## src/rtl/serial_adder_ctrl.sv

```systemverilog
// Bit-serial adder: one full-adder step per clock, LSB first, with an IDLE/RUN/DONE
// controller that latches the sum and carry-out when the last bit is processed.
module serial_adder_ctrl #(
    parameter int WIDTH = 8
) (
    input  logic             clk,
    input  logic             rst_n,
    input  logic             start,
    input  logic [WIDTH-1:0] op_a,
    input  logic [WIDTH-1:0] op_b,
    input  logic             cin,
    output logic             busy,
    output logic             done,
    output logic [WIDTH-1:0] result,
    output logic             cout
);

    localparam int CW = $clog2(WIDTH + 1);

    localparam logic [1:0] S_IDLE = 2'd0;
    localparam logic [1:0] S_RUN  = 2'd1;
    localparam logic [1:0] S_DONE = 2'd2;

    logic [1:0]       state_q, state_d;
    logic [WIDTH-1:0] a_q, a_d, b_q, b_d, sum_q, sum_d;
    logic             c_q, c_d;
    logic [CW-1:0]    cnt_q, cnt_d;
    logic [WIDTH-1:0] result_q, result_d;
    logic             cout_q, cout_d;

    logic             fa_sum, fa_carry;
    logic [WIDTH-1:0] sum_nxt;

    assign fa_sum   = a_q[0] ^ b_q[0] ^ c_q;
    assign fa_carry = (a_q[0] & b_q[0]) | (c_q & (a_q[0] ^ b_q[0]));

    // Sum bits enter at the MSB so that after WIDTH steps the word is aligned.
    if (WIDTH == 1) begin : g_w1
        assign sum_nxt = fa_sum;
    end else begin : g_wn
        assign sum_nxt = {fa_sum, sum_q[WIDTH-1:1]};
    end

    always_comb begin
        state_d  = state_q;
        a_d      = a_q;
        b_d      = b_q;
        sum_d    = sum_q;
        c_d      = c_q;
        cnt_d    = cnt_q;
        result_d = result_q;
        cout_d   = cout_q;
        case (state_q)
            S_IDLE, S_DONE: begin
                if (start) begin
                    a_d     = op_a;
                    b_d     = op_b;
                    c_d     = cin;
                    sum_d   = '0;
                    cnt_d   = '0;
                    state_d = S_RUN;
                end else begin
                    state_d = S_IDLE;
                end
            end
            S_RUN: begin
                a_d   = a_q >> 1;
                b_d   = b_q >> 1;
                sum_d = sum_nxt;
                c_d   = fa_carry;
                cnt_d = cnt_q + CW'(1);
                if (cnt_q == CW'(WIDTH - 1)) begin
                    result_d = sum_nxt;
                    cout_d   = fa_carry;
                    state_d  = S_DONE;
                end
            end
            default: state_d = S_IDLE;
        endcase
    end

    always_ff @(posedge clk or negedge rst_n) begin
        if (!rst_n) begin
            state_q  <= S_IDLE;
            a_q      <= '0;
            b_q      <= '0;
            sum_q    <= '0;
            c_q      <= 1'b0;
            cnt_q    <= '0;
            result_q <= '0;
            cout_q   <= 1'b0;
        end else begin
            state_q  <= state_d;
            a_q      <= a_d;
            b_q      <= b_d;
            sum_q    <= sum_d;
            c_q      <= c_d;
            cnt_q    <= cnt_d;
            result_q <= result_d;
            cout_q   <= cout_d;
        end
    end

    assign busy   = (state_q == S_RUN);
    assign done   = (state_q == S_DONE);
    assign result = result_q;
    assign cout   = cout_q;

endmodule

```

## config.mk

```make
export PLATFORM = sky130hd
export DESIGN_NAME = serial_adder_ctrl
export DESIGN_NICKNAME = d
export VERILOG_FILES = /design/src/rtl/serial_adder_ctrl.sv
export SDC_FILE = /design/constraint.sdc
export NUM_CORES = 1
export LEC_CHECK = 0
export CAP_MARGIN = 25
export CORE_MARGIN = 2
export CORE_UTILIZATION = 45
export DETAILED_ROUTE_END_ITERATION = 12
export MAX_ROUTING_LAYER = met4
export PLACE_DENSITY = 0.73
export SKIP_LAST_GASP = 1
export SYNTH_ARGS = -nofsm -noshare
export SYNTH_HDL_FRONTEND = slang
export SYNTH_SLANG_ARGS = --single-unit
```

## constraint.sdc

```tcl
create_clock -name clk -period 1.43 [get_ports clk]
set_input_delay 0.2145 -clock clk [delete_from_list [all_inputs] [get_ports clk]]
set_output_delay 0.2145 -clock clk [all_outputs]
set_load 0.02 [all_outputs]
```

==> run_results.csv <==
group,metric,value,unit
run_status,status,"finished, violations left",
run_status,violations,"setup timing",
placed_design,hpwl,1980,um
cts,clock_sink_count,39,
route,wl,3060,um
synthesis,yosysWarnings,0,
synthesis,synth-seq-cells,39,
sta,hold_violations,0,
route,postRouteAntennaNets,0,
finish,synthToLayoutAreaGrowth,36.0,%
floorplan,core,3360,um^2
synthesis,synth_edf_count,0,
synthesis,ys.flop_type,"dfrtp_1",
cts,clk_pin_slew,110,ps
run,drv_cap,0,
synthesis,synthTopCellsByCount,"39 x dfrtp_1, 26 x a22o_1, 15 x a21o_1",
cts,cts_tree,"built",
sta,rsz0062_at_grt,"yes",
sta,max_freq,692,MHz
finish,regArea,976,um^2
synthesis,syn_area_per_cell,13.9,um^2
power_and_ir_drop,swShare,35.3,%
synthesis,synth_cell_types,19,
power_and_ir_drop,p_leak,1.12,nW
worst_setup_path,crit_arrival,1680,ps
synthesis,synth_most_common_cell,"dfrtp_1",
global_routing,antenna_found_initial,0,
power_and_ir_drop,p_per_area,2140,nW/um^2
floorplan,ios,31,
worst_setup_path,cp-start-kind,"register",
global_routing,grt_pass1_vias,1087,
finish,multi_input_area,666,um^2
route,drtPass1Iterations,4,
floorplan,rows,21,
power_and_ir_drop,pwr-share-comb,47.3,%
synthesis,postSynthCellCount,115,
power_and_ir_drop,switchingPower,0.00164,W
floorplan,die-area,4040,um^2
global_routing,use_met3,4.46,%
worst_setup_path,worst-setup-path-type,"register to register",
sta,min_period,1440,ps
power_and_ir_drop,p_total,0.00464,W
sta,finClkSkew,9.18,ps
synthesis,async_flop_share,100,%
finish,drive_gt1_share,24.4,%
cts,cts_root_buffer,"clkbuf_4",
power_and_ir_drop,clkPwrFrac,11.7,%
global_routing,grt_pass1_wl,5050,um
placed_design,place.gp.congestion,0.698,
cts,h-tree-depth,2,
sta,worst_slack,-14.8,ps
global_routing,grt_usage,16.8,%
power_and_ir_drop,power_frac_seq,41.0,%
floorplan,start_util,47.5,%
global_routing,grt_util_met1,20.6,%
sta,relSlewSlack,74.5,%
finish,stdcell_count,206,
cts,cts_inserted_buffers,5,
floorplan,die_x,63.6,um
worst_setup_path,r2r_cells,4,
finish,n_fill_cell,293,
sta,finalCritPeriodShare,101,%
sta,tns,-65.9,ps
route,drc,0,
synthesis,syn-num-nets,137,
route,wl_per_cell,14.9,um
route,via_per_inst,5.31,
cts,clockBufferDepth,2,
placed_design,portBuffers,30,
synthesis,synth.cell_area,1600,um^2
worst_setup_path,crit_required,1660,ps
synthesis,synth_area_leaders,"dfrtp_1 61%, a22o_1 14%, a21o_1 7.1%, mux2_2 6.3%, buf_2 1.9%",
route,dr.first_iter.drc_count,30,
finish,nNetsFinal,181,
placed_design,dp.cells,191,
cts,clk_latency,340,ps
finish,finish.utilization,64.5,%
placed_design,placed_cell_area,1980,um^2
worst_setup_path,endpoint_kind,"register",
worst_setup_path,rrSetupSlack,-10,ps
global_routing,grt.busiest_layer,"met2",
global_routing,grt-ovfl-total,0,
synthesis,synth_top_area_share,61.1,%
sta,finalSetupViolCount,8,
worst_setup_path,r2r_end,"result[4]",
worst_setup_path,rr_startpoint,"state_q[1]",
power_and_ir_drop,irDropWorstVdd,0.884,mV
global_routing,globalRouteMet2Util,26.3,%
power_and_ir_drop,internal-power,0.00300,W
min_path,hp-class,"input pin to async pin",
route,vias,1094,
finish,fin_area,2170,um^2
synthesis,synth_top_area_cell,"dfrtp_1",
finish,antenna_cells,0,
worst_setup_path,path_max_fanout,5,
sta,worstMarginPinSlew,382,ps
global_routing,grt_max_degree,26,
floorplan,die_h,63.6,um
synthesis,yosysSeqAreaShare,61.1,%
sta,slew_violations,0,
[layer usage]
| layer | vias up | part of all wire, % |
|---|---|---|
| met3 | 5 | 4.8 |
| met1 | 541 | 44 |
| li1 | 511 | - |
| met5 | - | 0 |
| met2 | 37 | 50 |
| met4 | 0 | 1.5 |
[placed cells by master (no fill, tap or decap)]
cell              n
dfrtp_1          39
a22o_1           26
clkdlybuf4s50_1  18
a21o_1           15
mux2_4            9
dlygate4sd2_1     9
buf_4             8
clkbuf_4          5
buf_6             3
nor2b_1           2
nor2_4            2
nand2_1           2
mux2i_1           2
buf_2             2
buf_12            2
and2b_2           1
nand2_4           1
nor3b_4           1
nor2b_4           1
nand2b_1          1
nand4_1           1
o21ai_0           1
xnor2_1           1
nor2_1            1
fa_1              1
ha_4              1
clkinvlp_4        1
clkinv_2          1
clkbuf_1          1
dlygate4sd3_1     1
clkbuf_2          1
[worst max path at each step]
stage,startpoint,cells past startpoint,endpoint,slack (ps)
floorplan,cnt_q[0],5,cout,20
global placement,start,4,a_q[7],-330
detailed placement,start,4,b_q[7],-420
CTS,state_q[1],2,busy,-90
global route,state_q[1],4,result[4],-70
finish,state_q[1],4,result[4],-10
[per-stage QoR]
| step | hold slack, ps | setup WS [ps] |
|---|---|---|
| final | 306 | -14.8 |
| after global routing | 322 | -70.6 |
| after CTS | 312 | -93.1 |
| after detailed placement | 160 | -415 |
| after global placement | 156 | -329 |
| after floorplan | -81.1 | 20.8 |
[layout make-up]
cell class	instances	share of cell area (%)
flip-flops and latches	39	45.0
multi-input cells	69	30.7
repair buffers	44	19.3
well taps	46	2.65
clock inverters	2	0.576
clock buffers	6	1.90
[critical path, cell delays in order (launching register included)]
cell,delay [ps]
dfrtp_1,390
and2b_2,230
nor3b_4,240
buf_6,170
mux2_4,300
[sequential cells by signal, indices dropped and copies added, names as in the netlist]
signal	count
cnt_q	4
a_q	8
state_q	2
sum_q	7
b_q	8
result	8
cout	1
c_q	1
[power groups by stage]
stage               combinational, W  sequential (W)  clock (W)
finish                       0.00219         0.00190   0.000540
global route                 0.00238         0.00197   0.000608
CTS                          0.00202         0.00190   0.000559
detailed placement           0.00196         0.00190          0
global placement             0.00188         0.00188          0
floorplan                    0.00121         0.00198          0
[cell families after synthesis]
group | Yosys count | share of synthesized area (%)
flops | 39 | 61.1
xor+xnor | 1 | 0.549
compound gates | 42 | 21.6
fa+ha+maj | 2 | 2.04
mux | 11 | 7.60
buf+inv | 8 | 2.82
simple gates | 12 | 4.23
[repair_timing]
item / CTS / global route
pin swaps: 0 / 2
resized for setup: 28 / 16
endpoints found under the hold margin: 15 / 0
cloned: 1 / 1
buffers inserted: 2 / 2
endpoints found under the setup margin: 45 / 37
hold buffers: 1 / 0
(Power assumes the default switching activity.)
